**config.mk**
```make
export PLATFORM = sky130hd
export DESIGN_NAME = paramdeser
export DESIGN_NICKNAME = d
export VERILOG_FILES = /design/src/rtl/paramdeser.sv
export SDC_FILE = /design/constraint.sdc
export NUM_CORES = 1
export LEC_CHECK = 0
export ABC_AREA = 1
export CORE_MARGIN = 3
export CORE_UTILIZATION = 56
export CTS_CLUSTER_DIAMETER = 40
export DETAILED_ROUTE_END_ITERATION = 6
export PLACE_DENSITY = 0.84
export SYNTH_ARGS = -nofsm -noshare
export SYNTH_HDL_FRONTEND = slang
export SYNTH_SLANG_ARGS = --single-unit
export TNS_END_PERCENT = 1
```
**constraint.sdc**
```tcl
create_clock -name clk -period 2.51 [get_ports clk]
set_clock_uncertainty 0.2 [all_clocks]
set_input_delay 0.3765 -clock clk [delete_from_list [all_inputs] [get_ports clk]]
set_output_delay 0.3765 -clock clk [all_outputs]
set_load 0.005 [all_outputs]
```
**src/rtl/paramdeser.sv**
```systemverilog
// Serial-in / parallel-out receiver with a one-entry valid/ready output buffer.
// Bit order is latched per frame; a word completing into a full buffer is dropped and flagged.
module paramdeser #(
    parameter int WIDTH = 12,
    parameter int CNT_W = 4
) (
    input  logic             clk,
    input  logic             rst,
    input  logic             clr,
    input  logic             sin,
    input  logic             sen,
    input  logic             msb_first,
    output logic [WIDTH-1:0] Q,
    output logic             q_valid,
    input  logic             q_ready,
    output logic             busy,
    output logic [CNT_W-1:0] bit_cnt,
    output logic             overrun
);

    typedef enum logic [0:0] {
        S_IDLE  = 1'b0,
        S_SHIFT = 1'b1
    } state_t;

    state_t             state_q;
    logic [WIDTH-1:0]   sr_q;
    logic [CNT_W-1:0]   cnt_q;
    logic               order_q;
    logic [WIDTH-1:0]   q_q;
    logic               valid_q;
    logic               ovr_q;
    logic               busy_q;

    logic               order_d;
    logic [WIDTH-1:0]   sr_d;
    logic               take_d;
    logic               last_d;

    // Next shift-register value; the first bit of a frame uses the live order input.
    always_comb begin
        order_d = order_q;
        sr_d    = sr_q;
        if (state_q == S_IDLE) begin
            order_d = msb_first;
        end else begin
            order_d = order_q;
        end
        if (order_d) begin
            sr_d = {sr_q[WIDTH-2:0], sin};
        end else begin
            sr_d = {sin, sr_q[WIDTH-1:1]};
        end
    end

    // clr wins over sen, so a discarded bit never advances or completes a frame.
    assign take_d = sen & ~clr;
    assign last_d = take_d && (state_q == S_SHIFT) && (cnt_q == CNT_W'(WIDTH - 1));

    // Receive FSM plus output buffer, overrun flag and registered status outputs.
    always_ff @(posedge clk or posedge rst) begin
        if (rst) begin
            state_q <= S_IDLE;
            sr_q    <= {WIDTH{1'b0}};
            cnt_q   <= {CNT_W{1'b0}};
            order_q <= 1'b0;
            q_q     <= {WIDTH{1'b0}};
            valid_q <= 1'b0;
            ovr_q   <= 1'b0;
            busy_q  <= 1'b0;
        end else begin
            if (clr) begin
                state_q <= S_IDLE;
                cnt_q   <= {CNT_W{1'b0}};
                busy_q  <= 1'b0;
                ovr_q   <= 1'b0;
            end else if (take_d) begin
                sr_q <= sr_d;
                case (state_q)
                    S_IDLE: begin
                        order_q <= order_d;
                        cnt_q   <= CNT_W'(1);
                        busy_q  <= 1'b1;
                        state_q <= S_SHIFT;
                    end
                    S_SHIFT: begin
                        if (last_d) begin
                            cnt_q   <= {CNT_W{1'b0}};
                            busy_q  <= 1'b0;
                            state_q <= S_IDLE;
                        end else begin
                            cnt_q   <= cnt_q + CNT_W'(1);
                            busy_q  <= 1'b1;
                        end
                    end
                    default: begin
                        cnt_q   <= {CNT_W{1'b0}};
                        busy_q  <= 1'b0;
                        state_q <= S_IDLE;
                    end
                endcase
            end else begin
                state_q <= state_q;
            end

            // A completing word may replace a word being accepted on the same edge.
            if (last_d) begin
                if (!valid_q || q_ready) begin
                    q_q     <= sr_d;
                    valid_q <= 1'b1;
                end else begin
                    ovr_q   <= 1'b1;
                end
            end else if (valid_q && q_ready) begin
                valid_q <= 1'b0;
            end else begin
                valid_q <= valid_q;
            end
        end
    end

    assign Q       = q_q;
    assign q_valid = valid_q;
    assign overrun = ovr_q;
    assign busy    = busy_q;
    assign bit_cnt = cnt_q;

endmodule

```
### After elaboration in Yosys (flattened, before gate mapping)

Cells that the tools add are included.

| word-level totals | value |
|---|---|
| memory bits (writable) | 0 |
| word-level logic and storage cells | 40 |
| register bits after elaboration | 32 |
| memories | 0 |
| input port bits | 7 |
| output and inout bits | 19 |
| bits in latches | 0 |
| ROM bits | 0 |

| operators by class | value |
|---|---|
| bitwise operators | 3 |
| divide/modulo/power cells | 0 |
| $mul | 0 |
| reductions and logical operators | 11 |
| equality and inequality tests | 2 |
| shift operators | 0 |
| $lt $le $gt $ge | 0 |
| add/subtract/negate cells | 1 |
| muxes and demuxes | 16 |

Operator list:

| operator | count |
|---|---|
| two-way mux 12 bit | 1 |
| two-way mux 4 bit | 3 |
| two-way mux 1 bit | 10 |
| case mux 4 bit (2 select lines) | 1 |
| AND reduction 2 bit | 3 |
| adder 4 x 1 -> 4 bit (second input constant) | 1 |
| equality test 4 bit (second input constant) | 1 |
| nonzero test 2 bit | 2 |
| logical AND 1 bit | 3 |
| AND reduction 3 bit | 1 |
| != test 2 x 1 -> 1 bit (second input constant) | 1 |
| NOT 1 bit | 2 |
| case mux 1 bit (2 select lines) | 1 |
| bitwise AND 1 bit | 1 |
| logical NOT 1 bit | 1 |
| logical OR 1 bit | 1 |

### Depth between registers and ports, before layout

| depth | value |
|---|---|
| depth after elaboration | 8 |
| mapped depth | 7 |
| mapped depth without buffers | 7 |

### Worst setup path after synthesis

OpenSTA, ideal clock, no wires.

| timing | value |
|---|---|
| path type | reg2reg |
| from | register cnt_q[0] (netlist: bit_cnt[0]) |
| to | register q_q[1] (netlist: Q[1]) |
| data arrival time | 1.167 ns |
| library setup time | 0.118 ns |
| path buffers | 1 |
| required time | 2.192 ns |
| cell stages (with the launch flop) | 8 |
| slack | 1.025 ns |
| period minus slack after synthesis | 1.485 ns |
| cells stage by stage | dfrtp_1 ha_1 nand3_1 nor2_4 nand2_2 buf_6 nand2_1 nand2_1 |

| between the ends | value |
|---|---|
| cells in the longest elaborated chain, start to end | 3 |

RTL lines:

| what | RTL line | RTL |
|---|---|---|
| from (decl) | 28 | `logic [CNT_W-1:0] cnt_q;` |
| from (signal assigned) | 65 | `cnt_q <= {CNT_W{1'b0}};` |
| from (signal assigned) | 74 | `cnt_q <= {CNT_W{1'b0}};` |
| from (signal assigned) | 88 | `cnt_q <= {CNT_W{1'b0}};` |
| equality test 4 bit | 58 | `assign last_d = take_d && (state_q == S_SHIFT) && (cnt_q == CNT_W'(WIDTH - 1));` |
| logical AND 1 bit | 58 |  |
| AND reduction 2 bit (no line) | -- |  |
| to (signal assigned) | 67 | `q_q <= {WIDTH{1'b0}};` |
| to (signal assigned) | 109 | `q_q <= sr_d;` |
| to (decl) | 30 | `logic [WIDTH-1:0] q_q;` |

Every way passes these cells.
A chain may end at the register's enable or synchronous reset.

==> run summary <==
Run status: completed
Biggest area contributors in the synthesized netlist: dfrtp_1 52%, nand2_1 22%, nand3_1 13%
Fmax: 519.9 MHz
DR DRC count: 0
Buf/Inv on CP: 1
Cell internal power dissipation: 0.0008586 W
Die footprint: 3393 um^2
I/O pin count: 26
Cell taking the most area after synthesis: dfrtp_1
CTS tree: yes
H-tree lvl count: 2
Initial antenna violation count: 0
Detailed-route wire length: 3472 um
Fraction of the cycle the final worst path needs: 76.62%
Post-CTS setup buffer count: 0
Cell Rows: 18
Required time of the worst setup path: 1930 ps
Hold/Removal Path Class: input pin to async pin
P per Cell Area: 658.9 nW/um^2
Avg Synthesized Cell Area: 7.881 um^2
Launching element type of the critical path: register
Maximum number of pins on one net before global-route repair: 33
Worst-case reg-to-reg path depth: 6
Reported net switching power: 0.0003656 W
Shortest clock period the worst path allows after layout: 1923 ps
Delay contributed by the slowest stage of the critical path: 540 ps
Max IR drop VDD: 0.6412 mV
Clock-pin slew reported for the worst setup and hold paths after clock tree synthesis: 100 ps
Share of total power consumed by net switching: 29.87%
Detailed-route vias per instance: 5.474
Synthesized flop and latch total: 32
Core region area: 2545 um^2
Post-DR wirelength/cell: 13.83 um
Synth-to-Final Area Change: 21.52%
Overflow left after global routing: 0
Leading cell type in the layout, fill and taps excluded: nand2_1
Final hold vios: 0
Category of the worst setup path capture point: primary output
Number of DRC markers after the initial detailed-route iteration: 65
Power share of the clock group: 31.9%
Power after layout: 0.001224 W
Total inserted antenna cells: 0
Overall via count from detail_route: 1374
Hold Buf Count CTS: 0
Vias in the first global route: 1298
Arrival time of data at the critical path endpoint: 1350 ps
Distinct cell type count after synthesis: 18
Register-to-register path setup slack: 700 ps
Area of the mapped netlist: 1529 um^2
Leak Pwr: 1.015 nW
Largest driver fanout on the critical path: 6
Combinational power share: 17.4%
Headroom to the max-slew limit: 70.03%
Quantity of gates resized following cts: 0
Launching point of the worst reg2reg path: bit_cnt[0]
Starting utilization of the core area: 60.08%
WS Path Type: register to primary output
Number of warnings reported in the yosys synthesis log: 0
CTS sink cnt: 32
Slew Viols, Final: 0
Global placer's final weighted congestion: 0.8817
Deepest clock path buffer count: 2
Pin slew with the least headroom to its limit: 449.1 ps
DRT antenna net count: 0
Clk Latency, worst-skew pair: 340 ps
Sequential-to-total area share from yosys stat: 52.37%
Half-perimeter wire length of the detailed placement result: 2401 um
Crit path max-delay family: buffers and inverters
Number of maximum-capacitance constraint violations: 0
GRT Total Usage: 23.27%
Most frequent cells in the layout: 89 x nand2_1, 39 x nand3_1, 32 x dfrtp_1
IO Port Bufs: 25
Final setup fails: 0
Number of nets in the synthesized netlist: 202
First-pass GRT wire length: 5954 um
Unrepaired setup endpoints after global routing: false
Instance count of the mapped netlist: 194
R2R Path End: Q[11]
Number of buffers added by the clock tree synthesis step: 5
Clk root buf: clkbuf_4
Number of optimization iterations in the first detailed-route pass: 4
Setup total negative slack: 0 ps
Critical Path, Cell by Cell: clkdlybuf4s50_1
Fraction of layout instances using a drive strength above 1: 5.882%
Horizontal die dimension: 58.25 um
Area fraction of the dominant cell type after synthesis: 52.37%
Total number of nets in the final design: 228
Seq pwr share: 50.7%
Vertical die dimension: 58.25 um
CP max stage cell: clkdlybuf4s50_1
-- per-layer routing --
metal	GRT usage, %	vias to the layer above	part of all wire (%)
li1	-	668	-
met5	0	-	0
met3	7.127	4	8.8
met1	32.08	635	42
met2	35.16	67	48
met4	7.616	0	0.89
-- power groups by stage --
stage               sequential, W  clock [W]  combinational, W
floorplan                0.000617          0          0.000152
global placement         0.000626          0          0.000199
detailed placement       0.000628          0          0.000209
CTS                      0.000618   0.000396          0.000212
global route             0.000627   0.000417          0.000240
finish                   0.000621   0.000390          0.000214
-- flip-flops by register name, indices dropped and copies added (netlist names) --
signal   cells
bit_cnt      4
order_q      1
overrun      1
state_q      1
Q           12
q_valid      1
sr_q        12
-- synthesized netlist by cell type --
cell,count
buf_2,4
nand3_1,39
nand2_2,1
o21ai_0,1
nor2_4,1
nor2_1,1
a22o_1,1
a21oi_1,1
nand3_2,1
buf_4,3
ha_1,1
xnor2_1,2
nand2_1,89
o22ai_1,2
clkbuf_1,1
inv_1,13
buf_6,1
dfrtp_1,32
-- worst max-delay path by stage --
| stage | from | end | slack (ps) | depth (start not counted) |
|---|---|---|---|---|
| 3_3_place_gp | sen | Q[0] | 530 | 6 |
| 3_5_place_dp | sen | Q[6] | 470 | 6 |
| 4_1_cts | state_q | busy | 580 | 1 |
| 2_1_floorplan | bit_cnt[0] | Q[1] | 1020 | 7 |
| 5_1_grt | bit_cnt[0] | Q[11] | 500 | 6 |
| 6_report | state_q | busy | 590 | 1 |
-- tightest hold or removal path, cell delays in order --
cell and delay, ps:
clkdlybuf4s50_1 400, inv_1 50, buf_4 350
-- cell type report --
| type | instances | area [um^2] |
|---|---|---|
| Clock inverter | 2 | 35.03 |
| Sequential cell | 32 | 800.8 |
| Tap cell | 30 | 37.54 |
| Inverter | 13 | 48.80 |
| Clock buffer | 6 | 41.29 |
| Multi-Input combinational cell | 140 | 621.8 |
| Fill cell | 192 | 686.9 |
| Timing Repair Buffer | 28 | 272.8 |
-- kinds of logic after synthesis --
logic type,Yosys count,synth area share [%]
buf+inv,22,6.956
compound gates,5,2.045
xor+xnor,2,1.146
fa+ha+maj,1,0.8182
simple gates,132,36.66
flops,32,52.37
-- per-stage QoR --
stage | utilization (%) | area [um^2] | hold slack, ps | std cells | setup WS [ps]
after floorplan | - | 1529 | 249.5 | 194 | 1025
after global placement | 70.01 | 1782 | 267.8 | 243 | 526.4
after detailed placement | 70.01 | 1782 | 269.2 | 243 | 468.7
after CTS | 73.01 | 1858 | 217.8 | 251 | 577.2
after global routing | 73.01 | 1858 | 242.7 | 251 | 502.7
final | 73.01 | 1858 | 205.0 | 251 | 586.7
Power figures use the tool's default switching activity.
